==> src/rtl/dcs_pkg.sv <==
// Shared definitions for the dual counter sequencer: state encoding and
// default widths for the counter/limit and pass-count fields.
package dcs_pkg;

    localparam int DCS_WIDTH = 8;
    localparam int DCS_REP_W = 4;

    typedef enum logic [2:0] {
        IDLE = 3'd0,
        CLR  = 3'd1,
        RUN0 = 3'd2,
        RUN1 = 3'd3,
        DONE = 3'd4
    } dcs_state_t;

endpackage

==> src/rtl/dual_counter_sequencer.sv <==
// Sequences the dual 8-bit counter datapath: per pass it clears both
// channels, runs channel 0 to its limit, then channel 1 to its limit, and
// repeats for the programmed number of passes before pulsing done.
//
//   state | meaning
//   IDLE  | waiting for start; err and pass_cnt hold
//   CLR   | one-cycle clear of both channels
//   RUN0  | channel 0 counts until q0 reaches lim0
//   RUN1  | channel 1 counts until q1 reaches lim1, then pass ends
//   DONE  | one-cycle completion pulse
module dual_counter_sequencer
    import dcs_pkg::*;
#(
    parameter int WIDTH = DCS_WIDTH,
    parameter int REP_W = DCS_REP_W
) (
    input  logic             clk,
    input  logic             rst_n,
    input  logic             start,
    input  logic             abort,
    input  logic [WIDTH-1:0] limit0,
    input  logic [WIDTH-1:0] limit1,
    input  logic [REP_W-1:0] rep,
    input  logic [WIDTH-1:0] q0,
    input  logic [WIDTH-1:0] q1,
    output logic             en0,
    output logic             en1,
    output logic             clr,
    output logic             busy,
    output logic             done,
    output logic             err,
    output logic [REP_W-1:0] pass_cnt
);

    dcs_state_t       r_state;
    dcs_state_t       w_next;
    logic [WIDTH-1:0] r_lim0;
    logic [WIDTH-1:0] r_lim1;
    logic [REP_W-1:0] r_rep;
    logic             r_err;
    logic [REP_W-1:0] r_pass_cnt;

    logic             w_accept;
    logic             w_hit0;
    logic             w_hit1;
    logic             w_over0;
    logic             w_over1;
    logic             w_last_pass;

    // Start is only honoured from IDLE and never alongside abort.
    assign w_accept    = (r_state == IDLE) && start && !abort;
    assign w_hit0      = (q0 == r_lim0);
    assign w_hit1      = (q1 == r_lim1);
    assign w_over0     = (q0 > r_lim0);
    assign w_over1     = (q1 > r_lim1);
    // Looks at the count as it will be after this pass completes.
    assign w_last_pass = ((r_pass_cnt + REP_W'(1)) == r_rep);

    // State register with synchronous active-low reset.
    always_ff @(posedge clk) begin
        if (!rst_n) begin
            r_state <= IDLE;
        end else begin
            r_state <= w_next;
        end
    end

    // Next-state logic: abort beats overshoot beats normal progress.
    always_comb begin
        w_next = r_state;
        if (abort) begin
            w_next = IDLE;
        end else begin
            case (r_state)
                IDLE: begin
                    if (start) begin
                        // rep is taken straight from the input; it is latched on this same edge.
                        w_next = (rep == '0) ? DONE : CLR;
                    end
                end
                CLR:  w_next = RUN0;
                RUN0: begin
                    if (w_over0) begin
                        w_next = IDLE;
                    end else if (w_hit0) begin
                        w_next = RUN1;
                    end
                end
                RUN1: begin
                    if (w_over1) begin
                        w_next = IDLE;
                    end else if (w_hit1) begin
                        w_next = w_last_pass ? DONE : CLR;
                    end
                end
                DONE:    w_next = IDLE;
                default: w_next = IDLE;
            endcase
        end
    end

    // Latched command fields, sticky error flag and pass counter.
    always_ff @(posedge clk) begin
        if (!rst_n) begin
            r_lim0     <= '0;
            r_lim1     <= '0;
            r_rep      <= '0;
            r_err      <= 1'b0;
            r_pass_cnt <= '0;
        end else if (w_accept) begin
            r_lim0     <= limit0;
            r_lim1     <= limit1;
            r_rep      <= rep;
            r_err      <= 1'b0;
            r_pass_cnt <= '0;
        end else if (!abort) begin
            if ((r_state == RUN0) && w_over0) begin
                r_err <= 1'b1;
            end
            if (r_state == RUN1) begin
                if (w_over1) begin
                    r_err <= 1'b1;
                end else if (w_hit1) begin
                    r_pass_cnt <= r_pass_cnt + REP_W'(1);
                end
            end
        end
    end

    // Outputs decoded from state; datapath strobes drop immediately on abort.
    always_comb begin
        en0  = 1'b0;
        en1  = 1'b0;
        clr  = 1'b0;
        busy = 1'b0;
        done = 1'b0;
        case (r_state)
            CLR: begin
                busy = 1'b1;
                clr  = !abort;
            end
            RUN0: begin
                busy = 1'b1;
                en0  = !abort && !w_hit0;
            end
            RUN1: begin
                busy = 1'b1;
                en1  = !abort && !w_hit1;
            end
            DONE:    done = !abort;
            default: ;
        endcase
    end

    assign err      = r_err;
    assign pass_cnt = r_pass_cnt;

endmodule
==> config.mk <==
export PLATFORM = sky130hd
export DESIGN_NAME = dual_counter_sequencer
export DESIGN_NICKNAME = d
export VERILOG_FILES = /design/src/rtl/dcs_pkg.sv /design/src/rtl/dual_counter_sequencer.sv
export SDC_FILE = /design/constraint.sdc
export NUM_CORES = 1
export LEC_CHECK = 0
export CELL_PAD_IN_SITES_DETAIL_PLACEMENT = 1
export CELL_PAD_IN_SITES_GLOBAL_PLACEMENT = 1
export CORE_AREA = 10 10 86 88
export DETAILED_ROUTE_END_ITERATION = 7
export DIE_AREA = 0 0 96 98
export GPL_TIMING_DRIVEN = 0
export PLACE_DENSITY_LB_ADDON = 0.2
export SLEW_MARGIN = 20
export SYNTH_ARGS = -nofsm -noshare
export SYNTH_HDL_FRONTEND = slang
export SYNTH_SLANG_ARGS = --single-unit
==> constraint.sdc <==
create_clock -name clk -period 1.9 [get_ports clk]
set_clock_uncertainty 0.1 [all_clocks]
set_input_delay 0.38 -clock clk [delete_from_list [all_inputs] [get_ports clk]]
set_output_delay 0.38 -clock clk [all_outputs]
set_load 0.02 [all_outputs]
### Word-level counts from Yosys, hierarchy flattened

Index checks and enable logic that the tools add are counted.

* register bits: 28
* bits in latches: 0
* memory bits (writable): 0
* ROM bits: 0
* logic and storage cells: 53
* memories kept: 0

* add/subtract/negate cells: 1
* multiply operators: 0
* div/mod/pow operators: 0
* $lt $le $gt $ge: 2
* equal/unequal tests: 10
* shift-type cells: 0
* multiplexer cells: 16
* bitwise operators: 3
* reduce and logical (&&, ||, !) cells: 15

Operator list (number)
* two-way mux 3 bit: 7
* equality test 8 bit: 2
* > comparator 8 bit: 2
* one-hot mux 3 bit (4 select lines): 1
* two-way mux 1 bit: 8
* equality test 3 x 2 -> 1 bit, second input constant: 2
* inequality test 3 bit, second input constant: 2
* logical AND 1 bit: 5
* adder 4 x 1 -> 4 bit, second input constant: 1
* equality test 4 bit: 1
* zero test 4 bit: 1
* AND reduction 4 bit: 1
* OR reduction 2 bit: 2
* equality test 3 x 1 -> 1 bit, second input constant: 1
* equality test 3 bit, second input constant: 1
* zero test 1 bit: 3
* zero test 3 bit: 1
* NOT 1 bit: 3
* AND reduction 3 bit: 1
* OR reduction 3 bit: 1
* inequality test 2 bit, second input constant: 1

### Logic depth before layout (Yosys ltp)

Gate-level depths: netlist of the first run.

* word-level depth: 6
* mapped depth: 8
* mapped depth without buffers: 8

### Worst setup path after synthesis of the first run

No wires, ideal clock.

* path type: input -> register
* from: input port q0[1]
* to: register r_state[1]
* setup time: 0.066 ns
* arrival time: 1.735 ns
* data required time: 1.734 ns
* slack: -0.001 ns
* stages: 7
* buffers on the path: 0
* path through: ha_1 nor2b_4 o211ai_2 a21oi_1 a211o_1 a311o_1 a21oi_2

* cells in the longest elaborated chain, start to end: 3
* elaborated cells between the ends (all ways): 6

Ends and longest elaborated chain
* start, declared: line dual_counter_sequencer.sv:24 `input logic [WIDTH-1:0] q0,`
* > comparator 8 bit / equality test 8 bit (equally long branches): line dual_counter_sequencer.sv:54, dual_counter_sequencer.sv:52
* two-way mux 3 bit / inequality test 3 bit (equally long branches)
* one-hot mux 3 bit (4 select lines) / AND reduction 3 bit (equally long branches)
* end signal, assigned: line dual_counter_sequencer.sv:64 `r_state <= w_next;`
* end, declared: line dual_counter_sequencer.sv:35 `dcs_state_t r_state;`

Parallel ways exist; a longest one is shown, timed or not.
A chain may end at the register's enable or synchronous reset.

### Final worst setup path of the first run

* from: register r_lim0[7]
* to: output port en0

* cells in the longest elaborated chain, start to end: 4

Ends and longest elaborated chain
* start, declared: line dual_counter_sequencer.sv:37 `logic [WIDTH-1:0] r_lim0;`
* start signal, assigned: line dual_counter_sequencer.sv:111 `r_lim0 <= limit0;`
* equality test 8 bit: line dual_counter_sequencer.sv:52 `assign w_hit0 = (q0 == r_lim0);`
* zero test 1 bit: line dual_counter_sequencer.sv:144 `en0 = !abort && !w_hit0;`
* logical AND 1 bit: line dual_counter_sequencer.sv:144
* two-way mux 1 bit: line dual_counter_sequencer.sv:137 `case (r_state)`
* end, declared: line dual_counter_sequencer.sv:26 `output logic en0,`

No other way between the ends.

==> results of run 1 <==
-- cells by family (layout without fill, tap and decap cells) --
group | after synthesis | in the layout | share of synthesized area, %
AO/OA/AOI/OAI | 42 | 42 | 17.07
XOR/XNOR | 10 | 10 | 5.106
adder cells (fa/ha/maj) | 17 | 17 | 12.40
buffers and inverters | 26 | 93 | 6.856
flip-flops | 28 | 28 | 32.68
multiplexers | 1 | 1 | 0.5835
AND/OR/NAND/NOR | 87 | 87 | 25.31
-- layout make-up --
class,instances,area share (%)
plain buffers,10,2.180
well taps,75,3.479
flip-flops and latches,28,21.29
multi-input cells,157,47.40
inverters,16,2.226
repair buffers,63,21.38
clock buffers,4,2.041
-- placed cells by master (no fill, tap or decap), types with 6 or more instances in the layout --
master,count
dlygate4sd2_1,17
inv_2,9
dfxtp_2,11
inv_1,7
ha_4,14
a21oi_1,6
nand2_1,43
a21boi_0,20
buf_4,15
clkdlybuf4s50_1,25
dfxtp_1,17
nor2_1,11
-- worst min-delay path by stage --
stage / cells past startpoint / endpoint
floorplan: 2 / r_lim1[2]$_SDFFE_PN0P_
global placement: 2 / r_lim0[1]$_SDFFE_PN0P_
finish: 2 / r_lim1[5]$_SDFFE_PN0P_
global route: 2 / r_lim1[6]$_SDFFE_PN0P_
detailed placement: 2 / r_lim1[4]$_SDFFE_PN0P_
CTS: 2 / r_lim1[4]$_SDFFE_PN0P_
-- repair_timing --
item | in CTS | in global routing
buffers inserted | 16 | 3
gates resized for setup | 78 | 15
pin swaps | 32 | 19
hold buffers | 0 | 0
endpoints found under the hold margin | 0 | 0
setup endpoints to repair | 14 | 20
-- layer usage --
metal	global-route usage, %	routed length [µm]	share of wire [%]	vias to the layer above
li1	-	-	-	849
met1	13.56	2358	44	774
met2	20.30	2691	51	32
met3	2.603	220	4.1	4
met4	2.724	43	0.81	0
met5	0	0	0	-
-- report_power, final --
part | internal, mW | total [mW] | leakage (nW) | switching [mW]
Clock | 0.186 | 0.385 | 0.0288 | 0.199
Combinational | 0.182 | 0.334 | 0.745 | 0.152
Sequential | 0.610 | 0.623 | 0.233 | 0.0129
Total | 0.978 | 1.34 | 1.01 | 0.364
-- stage by stage --
stage,worst slack (ns),hold WS (ns)
finish,-0.2175,0.3680
global route,-0.2821,0.3946
CTS,-0.2225,0.3737
detailed placement,-0.9620,0.3586
global placement,-0.9558,0.3532
floorplan,0.08212,0.3434
-- registers in the layout, summed over array words and instances (netlist names) --
register and cells:
r_state 3, pass_cnt 4, r_lim0 8, err 1
r_rep 4, r_lim1 8
-- worst max-delay path, stage by stage (launching register included) --
cell and delay (ns):
dfxtp_2 0.35, inv_2 0.04, ha_4 0.25, nand4_1 0.14
or2_4 0.29, nand3_2 0.07, nor2_1 0.04, buf_4 0.17
==> results.sh, run 1 <==
export IMPL_drc=0
export IMPL_ys_top_cells_by_count="nand2_1, dfxtp_1, a21boi_0"
export IMPL_crit_reg2reg_capture="pass_cnt[3]$_SDFFE_PP0P_"
export IMPL_start_kind="register"
export IMPL_cp_arrival_ns=1.64
export IMPL_gp_congestion=0.7887
export IMPL_hold_class="register to register"
export IMPL_synth_ff_type="dfxtp_1"
export IMPL_finalHoldViolations=0
export IMPL_finish_utilization_pct=46.95
export IMPL_cap_viol_max_count=0
export IMPL_die_width_um=96
export IMPL_regToRegSetupSlack_ns=-0.09
export IMPL_setup_violations=5
export IMPL_clockBufferDepth=2
export IMPL_fillCellCount=690
export IMPL_numPortBuffers=48
export IMPL_totalWireLength_mm=5.313
export IMPL_yosysTopAreaCellShare_pct=32.68
export IMPL_tightest_slew_ns=0.5514
export IMPL_crit_path_end_kind="output port"
export IMPL_synth_cells=211
export IMPL_synth_edff_count=0
export IMPL_yosysSeqAreaShare_pct=32.68
export IMPL_pin_count=50
export IMPL_worstSetupPathType="register to output port"
export IMPL_ys_seq_elements=28
export IMPL_p_per_area_nw_per_um2=497.4
export IMPL_clk_latency_ns=0.28
export IMPL_root_buffer="clkbuf_8"
export IMPL_n_antenna_cell=0
export IMPL_gr_total_overflow=0
export IMPL_leakage_nw=1.007
export IMPL_ant_nets=0
export IMPL_worstHoldStart="r_lim1[5]$_SDFFE_PN0P_"
export IMPL_max_freq_mhz=472.3
export IMPL_finalCritPeriodShare_pct=111.4
export IMPL_drive_gt1_share_pct=29.14
export IMPL_seqCellArea_um2=574.3
export IMPL_reg2reg_depth=9
export IMPL_multi_input_area_um2=1279
export IMPL_h_tree_depth=1
export IMPL_min_period_ns=2.117
export IMPL_layout_cells_non_filler=353
export IMPL_slew_headroom_pct=62.90
export IMPL_cp_data_required_time_ns=1.42
export IMPL_synth_most_common_cell="nand2_1"
export IMPL_routedWlPerCell_um=15.05
export IMPL_dieArea_um2=9408
export IMPL_crit_path_end="en0"
export IMPL_gr_usage_all_layers_pct=11.53
export IMPL_ys_warn_count=0
export IMPL_nNetsFinal=336
export IMPL_dp_hpwl_mm=3.877
export IMPL_synth_distinct_cells=41
export IMPL_peakVddDrop_v=0.0002988
export IMPL_grt_first_pass_wirelength_mm=8.880
export IMPL_cts_buffers=3
export IMPL_clk_pin_slew_ns=0.10
export IMPL_syn_num_nets=268
export IMPL_post_route_cell_area_um2=2698
export IMPL_die_height_um=98
export IMPL_start_util_pct=29.86
export IMPL_tritoncts="done"
export IMPL_finalPower_mw=1.342
export IMPL_synth_top_area_cell="dfxtp_1"
export IMPL_crit_start="r_lim0[7]$_SDFFE_PN0P_"
export IMPL_synthArstFlopShare_pct=0
export IMPL_violations="setup timing"
export IMPL_grt_setup_unrepaired="true"
export IMPL_viasPerCell=4.700
export IMPL_place_area_um2=2290
export IMPL_r2r_start="r_lim1[3]$_SDFFE_PN0P_"
export IMPL_antenna_found_initial=0
export IMPL_status="finished, violations left"
export IMPL_maxSlewViolCount=0
export IMPL_syn_area_per_cell_um2=8.130
export IMPL_first_global_vias=1864
export IMPL_place_inst=334
export IMPL_cts_num_sinks=28
export IMPL_syn2layout_area_growth_pct=57.26
export IMPL_drt_first_pass_iters=4
export IMPL_fin_tns_setup_ns=-0.4758
export IMPL_std_cell_rows=28
export IMPL_synthTopCellsByArea="dfxtp_1, ha_1, nand2_1"
export IMPL_drt_iter0_drc=70
export IMPL_num_vias=1659
export IMPL_coreArea_um2=5746
export IMPL_mappedNetlistArea_um2=1715
export IMPL_grt_max_degree=16
export IMPL_critPathMaxFanout=2
export IMPL_setup_ws_ns=-0.2175
(Power assumes the default switching activity.)
==> run 2: changes to the inputs <==
Settings changed: CORE_AREA 10 10 86 88 to 2 2 78 80, DIE_AREA 0 0 96 98 to 0 0 80 82.
==> results.sh, run 2 (synthesized netlist as in run 1, its figures left out) <==
export IMPL_tightest_slew_ns=0.4993
export IMPL_totalWireLength_mm=4.995
export IMPL_gr_total_overflow=0
export IMPL_routedWlPerCell_um=14.15
export IMPL_cts_num_sinks=28
export IMPL_critPathMaxFanout=3
export IMPL_h_tree_depth=1
export IMPL_first_global_vias=1781
export IMPL_ctsHoldBuffers=0
export IMPL_power_share_sequential_pct=46.3
export IMPL_finalCritPeriodShare_pct=111.3
export IMPL_maxSlewViolCount=0
export IMPL_ant_nets=0
export IMPL_grt_busiest_layer="met2"
export IMPL_syn2layout_area_growth_pct=56.45
export IMPL_fillCellCount=696
export IMPL_slowest_delay_ns=0.34
export IMPL_worstSetupPathType="register to output port"
export IMPL_viasPerCell=4.754
export IMPL_mostFrequentLayoutCells="nand2_1, clkdlybuf4s50_1, a21boi_0"
export IMPL_cp_data_required_time_ns=1.42
export IMPL_finalPower_mw=1.346
export IMPL_setup_violations=6
export IMPL_max_freq_mhz=472.9
export IMPL_std_cell_rows=28
export IMPL_path_cells="inv_2 > ha_4 > nand4_1 > or2_4 > nand3_2 > nor2_1 > buf_4"
export IMPL_drive_gt1_share_pct=30.94
export IMPL_pre_cts_ws_ns=-0.9495
export IMPL_cap_viol_max_count=0
export IMPL_drt_iter0_drc=47
export IMPL_violations="setup timing"
export IMPL_drt_first_pass_iters=4
export IMPL_regToRegSetupSlack_ns=-0.10
export IMPL_crit_path_end_kind="output port"
export IMPL_drc=0
export IMPL_leakage_nw=1.027
export IMPL_cts_buffers=3
export IMPL_power_share_clock_pct=28.8
export IMPL_gr_usage_met2_pct=29.25
export IMPL_dp_hpwl_mm=3.537
export IMPL_clk_latency_ns=0.28
export IMPL_start_kind="register"
export IMPL_comb_power_share_pct=24.9
export IMPL_root_buffer="clkbuf_8"
export IMPL_finalHoldViolations=0
export IMPL_p_sw_uw=366.1
export IMPL_slowest_stage="dfxtp_2"
export IMPL_peakVddDrop_v=0.0003020
export IMPL_final_common_cell="nand2_1"
export IMPL_min_period_ns=2.115
export IMPL_die_width_um=80
export IMPL_grt_setup_unrepaired="true"
export IMPL_tritoncts="done"
export IMPL_n_antenna_cell=0
export IMPL_reg_top3="r_lim0 x8, r_lim1 x8"
export IMPL_fin_tns_setup_ns=-0.4254
export IMPL_coreArea_um2=5746
export IMPL_nNetsFinal=336
export IMPL_gr_usage_met1_pct=19.36
export IMPL_multi_input_area_um2=1270
export IMPL_start_util_pct=29.86
export IMPL_cp_arrival_ns=1.63
export IMPL_setup_ws_ns=-0.2146
export IMPL_internal_power_uw=979.4
export IMPL_dieArea_um2=6560
export IMPL_numPortBuffers=48
export IMPL_grt_max_degree=16
export IMPL_use_met3_pct=2.198
export IMPL_pin_count=50
export IMPL_hold_class="register to register"
export IMPL_swShare_pct=27.21
export IMPL_gp_congestion=0.7892
export IMPL_clk_pin_slew_ns=0.10
export IMPL_slew_headroom_pct=66.71
export IMPL_seqCellArea_um2=578.1
export IMPL_antenna_found_initial=0
export IMPL_gr_usage_all_layers_pct=15.79
export IMPL_die_height_um=82
export IMPL_grt_first_pass_wirelength_mm=8.086
export IMPL_p_per_area_nw_per_um2=501.4
export IMPL_clockBufferDepth=2
export IMPL_num_vias=1678
export IMPL_status="finished, violations left"
## run 2: path summary, 6_finish.rpt
check	from	end	cells after the start
worst max-delay path	r_lim0[6]$_SDFFE_PN0P_	en0	7
worst min-delay path	r_lim1[5]$_SDFFE_PN0P_	r_lim1[5]$_SDFFE_PN0P_	2
worst max register to register	r_lim1[1]$_SDFFE_PN0P_	pass_cnt[3]$_SDFFE_PP0P_	9
worst min register to register	r_lim1[5]$_SDFFE_PN0P_	r_lim1[5]$_SDFFE_PN0P_	2
## run 2: cell type report
cell class	instances	share of cell area (%)
sequential	28	21.54
multi-input combinational	157	47.32
tap	75	3.497
clock buffer	4	2.051
inverter	16	2.238
buffer	10	2.191
timing repair buffer	63	21.17
## run 2: what timing repair did
item | 4_1_cts | 5_1_grt
setup endpoints to repair | 13 | 23
setup buffers | 10 | 5
pin swaps | 24 | 20
resized for setup | 69 | 26
## run 2: power by group through the flow
stage / sequential, mW / clock (mW) / combinational, mW
finish: 0.623 / 0.388 / 0.334
global route: 0.627 / 0.427 / 0.373
CTS: 0.622 / 0.408 / 0.309
detailed placement: 0.633 / 0 / 0.266
global placement: 0.632 / 0 / 0.263
floorplan: 0.630 / 0 / 0.138
## run 2: critical path: cells and delay by family, from the launching register on
kind,cells,cell delay (ns)
buf+inv,2,0.20
fa+ha+maj,1,0.26
flops,1,0.34
simple gates,4,0.55
## run 2: through the flow
stage	utilization, %	cells	area [µm²]	hold WS (ns)
floorplan	-	211	1715	0.3434
global placement	39.85	334	2290	0.3521
detailed placement	39.85	334	2290	0.3586
CTS	44.77	348	2572	0.3707
global route	46.71	353	2684	0.3998
finish	46.71	353	2684	0.3700
## run 2: metal layers
layer / routed length, µm / part of all wire, % / vias up
met5: 0 / 0 / -
met4: 40 / 0.80 / 0
met3: 174 / 3.5 / 5
met2: 2540 / 51 / 30
met1: 2241 / 45 / 795
li1: - / - / 848
==> run 3: changes to the inputs <==
Settings changed: CORE_AREA 2 2 78 80 to 2 2 75 77, DIE_AREA 0 0 80 82 to 0 0 77 79, SLEW_MARGIN 20 to not set.
Clock period 1.9 ns to 2.08 ns, I/O delays scaled along.
==> results.sh, run 3 (synthesized netlist as in run 1, its figures left out) <==
export IMPL_crit_path_end_kind="output port"
export IMPL_critPathMaxFanout=3
export IMPL_setup_violations=1
export IMPL_cts_num_sinks=28
export IMPL_clockBufferDepth=2
export IMPL_grt_setup_unrepaired="true"
export IMPL_cp_data_required_time_ns=1.56
export IMPL_h_tree_depth=1
export IMPL_status="finished, violations left"
export IMPL_violations="setup timing"
export IMPL_cp_arrival_ns=1.64
export IMPL_die_width_um=77
export IMPL_fin_tns_setup_ns=-0.07297
export IMPL_multi_input_area_um2=1229
export IMPL_drive_gt1_share_pct=23.91
export IMPL_slew_headroom_pct=64.79
export IMPL_post_route_cell_area_um2=2628
export IMPL_place_inst=331
export IMPL_hold_class="register to register"
export IMPL_pre_cts_ws_ns=-0.8718
export IMPL_numPortBuffers=48
export IMPL_finalCritPeriodShare_pct=103.5
export IMPL_antenna_found_initial=0
export IMPL_root_buffer="clkbuf_8"
export IMPL_nNetsFinal=334
export IMPL_drt_iter0_drc=52
export IMPL_num_vias=1639
export IMPL_gp_congestion=0.7657
export IMPL_start_util_pct=32.14
export IMPL_mostFrequentLayoutCells="nand2_1, clkdlybuf4s50_1, a21boi_0"
export IMPL_seqCellArea_um2=574.3
export IMPL_finalPower_mw=1.213
export IMPL_worstSetupPathType="input port to output port"
export IMPL_ant_nets=0
export IMPL_dieArea_um2=6083
export IMPL_std_cell_rows=27
export IMPL_reg_top3="r_lim0 x8, r_lim1 x8"
export IMPL_setup_ws_ns=-0.07297
export IMPL_drt_first_pass_iters=4
export IMPL_pin_count=50
export IMPL_finish_utilization_pct=49.23
export IMPL_syn2layout_area_growth_pct=53.17
export IMPL_layout_cells_non_filler=348
export IMPL_cap_viol_max_count=0
export IMPL_fillCellCount=662
export IMPL_first_global_vias=1783
export IMPL_gr_usage_all_layers_pct=17.07
export IMPL_coreArea_um2=5338
export IMPL_start_kind="input port"
export IMPL_cts_buffers=3
export IMPL_final_common_cell="nand2_1"
export IMPL_dp_hpwl_mm=3.450
export IMPL_max_freq_mhz=464.5
export IMPL_timing_hold_ws_ns=0.3672
export IMPL_n_antenna_cell=0
export IMPL_drc=0
export IMPL_p_per_area_nw_per_um2=461.7
export IMPL_clk_latency_ns=0.28
export IMPL_routedWlPerCell_um=14.18
export IMPL_place_area_um2=2286
export IMPL_grt_first_pass_wirelength_mm=8.259
export IMPL_tightest_slew_ns=0.5234
export IMPL_grt_max_degree=16
export IMPL_gr_total_overflow=0
export IMPL_leakage_nw=0.9685
export IMPL_min_period_ns=2.153
export IMPL_peakVddDrop_v=0.0002251
export IMPL_ctsHoldBuffers=0
export IMPL_die_height_um=79
export IMPL_viasPerCell=4.710
export IMPL_maxSlewViolCount=0
export IMPL_tritoncts="done"
export IMPL_clk_pin_slew_ns=0.10
export IMPL_totalWireLength_mm=4.933
export IMPL_finalHoldViolations=0
## run 3: cell count changes in the layout (fill, tap and decap cells not counted), moves of 3 or more
cell | before | now
dlygate4sd2_1 | 18 | 15
inv_2 | 11 | 4
clkdlybuf4s15_1 | 0 | 4
ha_1 | 3 | 6
ha_4 | 14 | 11
dfxtp_1 | 14 | 17
clkdlybuf4s50_1 | 24 | 27
dfxtp_2 | 14 | 11
inv_1 | 5 | 12
## run 3: power breakdown
| part | leakage [nW] | switching [mW] | total [mW] | internal [mW] |
|---|---|---|---|---|
| Sequential | 0.233 | 0.0109 | 0.568 | 0.557 |
| Clock | 0.0288 | 0.181 | 0.350 | 0.170 |
| Combinational | 0.707 | 0.136 | 0.295 | 0.159 |
| Total | 0.969 | 0.327 | 1.21 | 0.886 |
## run 3: path summary, 6_finish.rpt
check	start	to	slack, ns	cells past startpoint
min	r_lim0[4]$_SDFFE_PN0P_	r_lim0[4]$_SDFFE_PN0P_	0.37	2
min reg2reg	r_lim0[4]$_SDFFE_PN0P_	r_lim0[4]$_SDFFE_PN0P_	0.37	2
max reg2reg	r_lim0[4]$_SDFFE_PN0P_	r_state[1]$_SDFFE_PP0P_	0.13	8
max	q0[6]	en0	-0.07	7
## run 3: area by class of cell
cell class / count / share of cell area (%)
inverters: 16 / 2.286
clock buffers: 4 / 2.095
flip-flops and latches: 28 / 21.86
well taps: 72 / 3.429
multi-input cells: 157 / 46.76
repair buffers: 61 / 21.38
plain buffers: 10 / 2.190
## run 3: timing repair
action                                  CTS  global route
pin swaps                                22            15
endpoints found under the setup margin   11             7
gates resized for setup                  53            20
setup buffers                            10             5
## run 3: critical path, cell delays in order
cell,delay (ns)
dlygate4sd2_1,0.27
ha_4,0.28
nand4_1,0.12
or2_4,0.30
nand3_4,0.07
nor2_2,0.04
buf_6,0.14
## run 3: per-layer routing
metal  routed length [µm]  vias to the layer above  global-route usage (%)  part of all wire (%)
met4                   48                        0                   5.000                  0.97
met5                    0                        -                       0                     0
met3                  131                        4                   1.705                   2.7
met1                 2268                      763                   21.34                    46
li1                     -                      844                       -                     -
met2                 2484                       28                   31.14                    50
